<file path="config.mk">
export PLATFORM = sky130hd
export DESIGN_NAME = pipelined_addsub
export DESIGN_NICKNAME = d
export VERILOG_FILES = /design/src/rtl/pipelined_addsub.sv
export SDC_FILE = /design/constraint.sdc
export NUM_CORES = 1
export LEC_CHECK = 0
export ABC_AREA = 1
export BUFFER_PORTS_ARGS = -buffer_cell sky130_fd_sc_hd__buf_2
export CORE_UTILIZATION = 55
export DETAILED_ROUTE_END_ITERATION = 6
export PLACE_DENSITY = 0.75
export SYNTH_ARGS = -nofsm -noshare
export SYNTH_HDL_FRONTEND = slang
export SYNTH_SLANG_ARGS = --single-unit
</file>
<file path="constraint.sdc">
create_clock -name clk -period 4.7 [get_ports clk]
set_input_delay 0.235 -clock clk [delete_from_list [all_inputs] [get_ports clk]]
set_output_delay 0.235 -clock clk [all_outputs]
set_load 0.1 [all_outputs]
</file>
<file path="src/rtl/pipelined_addsub.sv">
// Segmented, pipelined add/subtract unit with carry/borrow-in, overflow detection,
// optional saturation and valid/ready flow control; latency equals the segment count.
module pipelined_addsub #(
  parameter int WIDTH     = 32,
  parameter int SEG_WIDTH = 8
) (
  input  logic             clk,
  input  logic             rst_n,
  input  logic             in_valid,
  output logic             in_ready,
  input  logic [WIDTH-1:0] a,
  input  logic [WIDTH-1:0] b,
  input  logic             cin,
  input  logic             op_sub,
  input  logic             op_signed,
  input  logic             op_sat,
  output logic             out_valid,
  input  logic             out_ready,
  output logic [WIDTH-1:0] sum,
  output logic             cout,
  output logic             overflow
);

  localparam int STAGES = (WIDTH + SEG_WIDTH - 1) / SEG_WIDTH;
  localparam int LAST   = STAGES - 1;
  localparam logic [WIDTH-1:0] SMAX = {1'b0, {(WIDTH-1){1'b1}}};
  localparam logic [WIDTH-1:0] SMIN = {1'b1, {(WIDTH-1){1'b0}}};

  // Per-stage state: operands skew forward, lower result segments are carried along.
  logic [STAGES-1:0] vld_q, vld_d, ld;
  logic [WIDTH-1:0]  a_q   [STAGES];
  logic [WIDTH-1:0]  b_q   [STAGES];
  logic [WIDTH-1:0]  r_q   [STAGES];
  logic              c_q   [STAGES];
  logic              sub_q [STAGES];
  logic              sgn_q [STAGES];
  logic              sat_q [STAGES];

  logic [WIDTH-1:0]  a_d   [STAGES];
  logic [WIDTH-1:0]  b_d   [STAGES];
  logic [WIDTH-1:0]  r_d   [STAGES];
  logic              c_d   [STAGES];
  logic              sub_d [STAGES];
  logic              sgn_d [STAGES];
  logic              sat_d [STAGES];
  logic [WIDTH-1:0]  rin   [STAGES];
  logic              ci    [STAGES];
  logic [WIDTH-1:0]  rip   [STAGES];

  logic rdy_q, rdy_d;
  logic ovf_q, ovf_d;

  // Load enables: a stage advances if it or any stage downstream of it frees up.
  always_comb begin
    logic free;
    ld   = '0;
    free = out_ready;
    for (int k = STAGES - 1; k >= 0; k--) begin
      free  = free | ~vld_q[k];
      ld[k] = free;
    end
  end

  assign in_ready = rdy_q & ld[0];

  // Stage inputs: stage 0 takes the ports, every other stage its predecessor's registers.
  always_comb begin
    int prv;
    prv   = 0;
    rdy_d = 1'b1;
    for (int k = 0; k < STAGES; k++) begin
      if (k == 0) begin
        a_d[k]   = a;
        b_d[k]   = op_sub ? ~b : b;
        rin[k]   = '0;
        ci[k]    = op_sub ? ~cin : cin;
        sub_d[k] = op_sub;
        sgn_d[k] = op_signed;
        sat_d[k] = op_sat;
        vld_d[k] = in_valid & in_ready;
      end else begin
        prv      = k - 1;
        a_d[k]   = a_q[prv];
        b_d[k]   = b_q[prv];
        rin[k]   = r_q[prv];
        ci[k]    = c_q[prv];
        sub_d[k] = sub_q[prv];
        sgn_d[k] = sgn_q[prv];
        sat_d[k] = sat_q[prv];
        vld_d[k] = vld_q[prv];
      end
    end
  end

  // Ripple-carry over the segment owned by each stage; bits above WIDTH-1 simply do not exist.
  always_comb begin
    logic carry;
    carry = 1'b0;
    for (int k = 0; k < STAGES; k++) begin
      carry  = ci[k];
      rip[k] = rin[k];
      for (int i = 0; i < WIDTH; i++) begin
        if ((i >= k * SEG_WIDTH) && (i < (k + 1) * SEG_WIDTH)) begin
          rip[k][i] = a_d[k][i] ^ b_d[k][i] ^ carry;
          carry     = (a_d[k][i] & b_d[k][i]) | (carry & (a_d[k][i] ^ b_d[k][i]));
        end else begin
          rip[k][i] = rin[k][i];
        end
      end
      c_d[k] = carry;
    end
  end

  // Overflow is judged on the unsaturated result; only the final stage clamps.
  always_comb begin
    logic a_msb, b_msb, r_msb;
    for (int k = 0; k < STAGES; k++) begin
      r_d[k] = rip[k];
    end
    a_msb = a_d[LAST][WIDTH-1];
    b_msb = b_d[LAST][WIDTH-1];
    r_msb = rip[LAST][WIDTH-1];
    if (sgn_d[LAST]) begin
      ovf_d = (a_msb == b_msb) && (r_msb != a_msb);
    end else if (sub_d[LAST]) begin
      ovf_d = ~c_d[LAST];
    end else begin
      ovf_d = c_d[LAST];
    end
    if (sat_d[LAST] && ovf_d) begin
      if (sgn_d[LAST]) begin
        r_d[LAST] = a_msb ? SMIN : SMAX;
      end else if (sub_d[LAST]) begin
        r_d[LAST] = '0;
      end else begin
        r_d[LAST] = '1;
      end
    end else begin
      r_d[LAST] = rip[LAST];
    end
  end

  // Pipeline registers; data only moves when a valid transaction enters the stage.
  always_ff @(posedge clk or negedge rst_n) begin
    if (!rst_n) begin
      vld_q <= '0;
      rdy_q <= 1'b0;
      ovf_q <= 1'b0;
      for (int k = 0; k < STAGES; k++) begin
        a_q[k]   <= '0;
        b_q[k]   <= '0;
        r_q[k]   <= '0;
        c_q[k]   <= 1'b0;
        sub_q[k] <= 1'b0;
        sgn_q[k] <= 1'b0;
        sat_q[k] <= 1'b0;
      end
    end else begin
      rdy_q <= rdy_d;
      for (int k = 0; k < STAGES; k++) begin
        if (ld[k]) begin
          vld_q[k] <= vld_d[k];
          if (vld_d[k]) begin
            a_q[k]   <= a_d[k];
            b_q[k]   <= b_d[k];
            r_q[k]   <= r_d[k];
            c_q[k]   <= c_d[k];
            sub_q[k] <= sub_d[k];
            sgn_q[k] <= sgn_d[k];
            sat_q[k] <= sat_d[k];
          end
        end
      end
      if (ld[LAST] && vld_d[LAST]) begin
        ovf_q <= ovf_d;
      end
    end
  end

  assign out_valid = vld_q[LAST];
  assign sum       = r_q[LAST];
  assign cout      = c_q[LAST];
  assign overflow  = ovf_q;

endmodule

</file>
==> flow_summary.ini, run 1 <==
[run_status]
status = finished, final reports clean

[min_path]
hold_depth = 3
hold_end = a_d[81]
hold_path.class = in -> reg
worstHoldStart = a[17]

[final_layout]
drive_gt1_frac = 0.194
fillerInstances = 1359
nNetsFinal = 1072
design_area_mm2 = 0.00995
syn_to_final_growth_pct = 11.2
antenna_cells = 0
final_cell_mix = 295 x nand2_1, 195 x dfrtp_1, 106 x buf_2
final_common_cell = nand2_1

[detailed_routing]
vias = 5839
drcViolationCount = 0
routedWlPerCell_um = 13.6
antenna_left = 0
viasPerCell = 4.88
drtIter0Drc = 425
routed_wl_um = 16300
drtPass1Iterations = 5

[placed_design]
dpl_worst_slack_ns = 0.352
io_buffers = 107
hpwl_um = 10900
post_dp_cell_area_mm2 = 0.00930
gp_congestion = 0.753

[logic_synthesis]
synth-warning-count = 0
yosys.area.top_type_share = 0.545
synth_area_mm2 = 0.00895
syn_nets = 1017
ys_ff_latch = 195
synth_area_leaders = dfrtp_1 55%, nand2_1 12%, fa_1 7.2%
synth_edf_count = 0
postSynthCellCount = 912
yosysTopAreaCell = dfrtp_1
synthFlopType = dfrtp_1
syn_area_per_cell_um2 = 9.81
seq_area_frac_synth = 0.545
yosysUniqueCellTypes = 26
synthArstFlopShare = 1.00

[clock_tree]
numCtsBuffers = 17
htreeDepth = 4
cts-root-buf = clkbuf_16
cts_setup_buffers = 0
clkSlewWorstSetupHoldPaths_ns = 0.07
cts_sinks = 195
cts_tree = done
ctsLongestPathBuffers = 2
clkLatencyLatePin_ns = 0.43

[power_and_ir_drop]
peakVddDrop_uv = 405
leakage_nw = 5.22
seq_power_share = 0.381
p_per_area_mw_per_mm2 = 634
p_sw_w = 0.00268
clkPwrFrac = 0.242
combPwrFrac = 0.378
sw_frac_of_total = 0.425
intPower_w = 0.00363

[critical_path]
path_depth = 20
required_ns = 5.01
crit_arrival_ns = 4.67
worstPathCellList = fa_1 -> fa_1 -> fa_1 -> inv_1 -> fa_1 -> fa_1 -> inv_1 -> fa_1 -> fa_1 -> inv_1 -> fa_1 -> inv_1 -> nand2_1 -> nand3_1 -> nand2_1 -> nand4_1 -> buf_6 -> nand2_1 -> nand2_1 -> nand2_1
cpPeakStageDelay_ns = 0.44
cp-end-kind = register
r2r-start = c_q[1]
ff2ff_setup_slack_ns = 0.35
worstReg2RegEnd = sum[20]
critPathMaxFanout = 31
path_buf_inv = 5
cp_slowest_cell = fa_1
worst_setup_path_start_kind = register
crit_family = adder cells
rr_worst_depth = 20
criticalPathCategory = reg -> reg
crit_top_cell = fa_1

[global_routing]
gr-usage-met3 = 0.0446
grt.total_usage = 0.213
grt.met1_usage = 0.321
grt-busiest-layer = met1
grt_util_met2 = 0.314
grt_max_degree = 106
grt_overflow = 0
antenna_found_initial = 0
grt_pass1_vias = 5539
grt_pass1_wl_um = 27300

[timing]
min_period_ns = 4.35
slew_viol_final = 0
worst_pin_slew_ns = 0.909
setup_viol = 0
setup_ws_ns = 0.349
holdWs_ns = 0.0347
fin_crit_sh = 0.926
fin_tns_setup_ns = 0
clock.fmax_ghz = 0.230
rsz0062_at_grt = no
skew_ns = 0.00552
finalHoldViolations = 0
slew_headroom = 0.392

[floorplanning]
initial_core_util = 0.563
die_width_um = 130
coreArea_mm2 = 0.0159
die_y_um = 130
dieArea_mm2 = 0.0168
pin_count = 108
fp-row-count = 46

[run]
maxCapViolCount = 0
synth_stat cells, types with 2 or more instances:
cell / n
o21ai_0: 36
buf_4: 38
o21ai_1: 29
nand4_1: 3
inv_1: 64
nor2_1: 32
nand3_1: 34
nand2_1: 297
inv_2: 4
buf_2: 23
dfrtp_1: 195
fa_1: 32
mux2_2: 32
clkbuf_1: 12
a21oi_1: 32
buf_6: 8
xnor2_1: 31
xor2_1: 2
repair_timing:
action / 4_1_cts / 5_1_grt
hold buffers: 1 / 0
setup endpoints to repair: 0 / 11
gates resized for setup: 0 / 2
endpoints found under the hold margin: 103 / 0
power by group through the flow:
stage / clock network, W / logic (W) / registers (W)
after floorplan: 0 / 0.00207 / 0.00242
after global placement: 0 / 0.00232 / 0.00241
after detailed placement: 0 / 0.00237 / 0.00243
after CTS: 0.00155 / 0.00240 / 0.00240
after global routing: 0.00162 / 0.00262 / 0.00245
final: 0.00153 / 0.00238 / 0.00240
routing by layer:
layer  vias up  routed length (um)
li1       2919                   -
met1      2776                8320
met2       126                7120
met3        18                 641
met4         0                 214
met5         -                   0
worst max path at each step:
stage	from	to	slack [ns]
6_report	c_q[1]	sum[20]	0.35
5_1_grt	c_q[1]	sum[19]	0.01
3_3_place_gp	c_q[1]	sum[25]	0.44
4_1_cts	c_q[1]	sum[20]	0.29
2_1_floorplan	op_sub	r_d[71]	0.49
3_5_place_dp	c_q[1]	sum[3]	0.35
sequential cells by signal, indices dropped and copies added, names as in the netlist:
| signal | count |
|---|---|
| rdy_q | 1 |
| a_d | 48 |
| c_q | 3 |
| r_d | 24 |
| sum | 32 |
| r_q | 24 |
| sat_d | 3 |
| sgn_d | 3 |
| cout | 1 |
| sub_d | 3 |
| vld_q | 4 |
| b_d | 48 |
| overflow | 1 |
cell families after synthesis:
kind of cell             synth area share
AND/OR/NAND/NOR                     0.165
adder cells (fa/ha/maj)            0.0730
flip-flops                          0.545
other                            0.000419
XOR/XNOR                           0.0323
buffers and inverters              0.0884
AO/OA/AOI/OAI                      0.0551
multiplexers                       0.0403
tightest hold or removal path: stages:
cell	delay, ns
buf_2	0.07
nand3_1	0.06
nand2_1	0.06
area by class of cell:
type / instances / area [um2] / area share
multi-input combinational: 568 / 3280 / 0.330
timing repair buffer: 117 / 629 / 0.0633
tap: 216 / 270 / 0.0272
clock buffer: 17 / 425 / 0.0428
clock inverter: 15 / 208 / 0.0209
inverter: 68 / 255 / 0.0257
sequential: 195 / 4880 / 0.490
per-stage QoR:
stage,util,std cells,power (W)
finish,0.626,1196,0.00631
global route,0.626,1196,0.00669
CTS,0.626,1196,0.00635
detailed placement,0.585,1163,0.00480
global placement,0.585,1163,0.00474
floorplan,-,912,0.00449
(Power assumes the default switching activity.)
==> inputs of run 2 (changes only) <==
- ABC_AREA: 1 -> 0
- ABC_CLOCK_PERIOD_IN_PS: unset -> 4700
- HOLD_SLACK_MARGIN: unset -> 0.05
==> run 2 against run 1 <==
Effect of this change: worst setup slack worse by 0.13 ns; non-clock buffer count is 30 higher; register-to-register slack lost 0.13 ns; core utilization up 3.3 points; sequential share of layout area decreased by 0.52 points; die area fell by 3.6%; sequential cell count unchanged; final cell count down 16%; hold slack better by 0.051 ns; via count is 12% lower; critical endpoint is now sum[25]; largest cell class unchanged; highest routed layer unchanged.
==> flow_summary.ini, run 2 <==
[timing]
slew_viol_final = 0
setup_viol = 0
worst_pin_slew_ns = 1.08
clock.fmax_ghz = 0.223
rsz0062_at_grt = no
min_period_ns = 4.48
skew_ns = 0.00688
finalHoldViolations = 0
fin_crit_sh = 0.954
slew_headroom = 0.280
fin_tns_setup_ns = 0

[logic_synthesis]
yosys.cell_count.top_type = dfrtp_1
synth_top_family_by_area = multiplexers
yosys-mux-area-fraction = 0.120
synth-warning-count = 0
postSynthCellCount = 681
syn_nets = 786
synthArstFlopShare = 1.00
synth_area_mm2 = 0.00862
synth_edf_count = 0
yosysTopAreaCell = dfrtp_1
synthAdderAreaFrac = 0.0758
synth-xor-area-share = 0.0364
yosysUniqueCellTypes = 33
ys_ff_latch = 195
seq_area_frac_synth = 0.566
synth_common_cells = 195 x dfrtp_1, 129 x nand2_1, 59 x mux2_2
synthFlopType = dfrtp_1
synth_area_leaders = dfrtp_1 57%, mux2_2 7.7%, fa_1 7.4%
synth-compound-area-share = 0.0678
syn_area_per_cell_um2 = 12.7
yosys.area_share.simple = 0.0668
yosys.area.top_type_share = 0.566

[final_layout]
final_cell_mix = 195 x dfrtp_1, 128 x nand2_1, 106 x buf_2
fin_cells = 1003
drive_gt1_frac = 0.284
antenna_cells = 0
syn_to_final_growth_pct = 16.7
finish.utilization = 0.659
final_common_cell = dfrtp_1
nNetsFinal = 885

[critical_path]
worstReg2RegEnd = sum[25]
required_ns = 5.01
criticalPathCategory = reg -> reg
rr_worst_depth = 16
ff2ff_setup_slack_ns = 0.22
worst_setup_path_start_kind = register
crit_arrival_ns = 4.79
critPathMaxFanout = 8
r2r-start = b_d[24]
cp-end-kind = register

[global_routing]
grt.total_usage = 0.221
grt-busiest-layer = met2
grt_pass1_vias = 5435
grt_max_degree = 111
grt_pass1_wl_um = 27200
antenna_found_initial = 0
grt.met1_usage = 0.285
gr-usage-met3 = 0.0402
grt_overflow = 0
grt_util_met2 = 0.381

[floorplanning]
dieArea_mm2 = 0.0162
pin_count = 108
initial_core_util = 0.565
die_width_um = 127
coreArea_mm2 = 0.0153
fp-row-count = 45
die_y_um = 127

[clock_tree]
clkLatencyLatePin_ns = 0.43
clkSlewWorstSetupHoldPaths_ns = 0.07
htreeDepth = 4
cts_sinks = 195
ctsLongestPathBuffers = 2
cts_tree = done
numCtsBuffers = 17
cts-root-buf = clkbuf_16

[detailed_routing]
drcViolationCount = 0
viasPerCell = 5.13
drtPass1Iterations = 4
routedWlPerCell_um = 16.6
vias = 5143
antenna_left = 0
drtIter0Drc = 313
routed_wl_um = 16600

[min_path]
hold_end = b_d[92]
hold_path.class = in -> reg
hold_depth = 3
worstHoldStart = b[28]

[run]
maxCapViolCount = 0

[power_and_ir_drop]
p_per_area_mw_per_mm2 = 633
peakVddDrop_uv = 322
leakage_nw = 4.83

[placed_design]
post-place-cells = 938
io_buffers = 107
hpwl_um = 10900
gp_congestion = 0.770

[run_status]
status = finished, final reports clean
## run 2: cell count changes in the layout (fill, tap and decap cells not counted), moves of 26 or more
cell           change
nand2_1          -167
nand3_1           -34
mux2_1            +33
inv_1             -31
a21oi_1           -30
a221o_1           +29
nor2_1            -29
mux2_2            +27
dlygate4sd3_1     +26
## run 2: worst max path at each step
stage | startpoint | end | cells past startpoint
2_1_floorplan | op_sub | r_d[71] | 16
3_3_place_gp | c_q[1] | sum[15] | 15
3_5_place_dp | c_q[1] | sum[11] | 15
4_1_cts | c_q[1] | sum[25] | 16
5_1_grt | b_d[24] | sum[10] | 16
6_report | b_d[24] | sum[25] | 16
## run 2: cell type report
class | instances | area [um2]
flip-flops and latches | 195 | 4880
fillers | 1093 | 5200
repair buffers | 147 | 927
well taps | 211 | 264
inverters | 34 | 128
clock buffers | 18 | 439
multi-input cells | 385 | 3230
clock inverters | 13 | 184
## run 2: per-stage QoR
stage	total power, W	area (um2)	hold slack, ns	setup slack (ns)
finish	0.00637	10100	0.0858	0.218
global route	0.00667	10100	0.0761	0.0354
CTS	0.00639	10000	0.0695	0.0437
detailed placement	0.00480	9060	0.403	-0.488
global placement	0.00469	9060	0.388	-0.185
floorplan	0.00445	8620	-0.0606	0.392
## run 2: repair_timing
action / in CTS / in global routing
pin swaps: 2 / 4
endpoints found under the setup margin: 31 / 32
endpoints found under the hold margin: 134 / 0
resized for setup: 4 / 8
cloned: 2 / 0
setup buffers: 5 / 0
hold buffers: 27 / 0
## run 2: layer usage
| layer | up-vias | part of all wire |
|---|---|---|
| li1 | 2423 | - |
| met1 | 2595 | 0.44 |
| met2 | 112 | 0.51 |
| met3 | 13 | 0.037 |
| met4 | 0 | 0.014 |
| met5 | - | 0 |
## run 2: cells by family after synthesis
| family | count (synthesis) |
|---|---|
| flip-flops | 195 |
| AND/OR/NAND/NOR | 142 |
| buffers and inverters | 103 |
| multiplexers | 92 |
| AO/OA/AOI/OAI | 80 |
| XOR/XNOR | 35 |
| adder cells (fa/ha/maj) | 33 |
| other | 1 |
## run 2: critical path: stages (launching register included)
cell     delay [ns]
dfrtp_1        0.40
fa_2           0.40
fa_2           0.36
fa_2           0.39
inv_1          0.09
fa_1           0.18
fa_1           0.17
inv_1          0.05
fa_1           0.37
fa_2           0.35
inv_2          0.07
fa_1           0.47
xor2_2         0.22
o32ai_4        0.17
nor3b_4        0.20
buf_6          0.18
a221o_1        0.27
## run 2: where the power goes
group / total [W] / internal [W] / leakage [nW] / switching (W)
combinational: 0.00231 / 0.000719 / 2.12 / 0.00160
sequential: 0.00254 / 0.00219 / 2.42 / 0.000350
clock: 0.00151 / 0.000902 / 0.298 / 0.000612
total: 0.00637 / 0.00381 / 4.83 / 0.00256
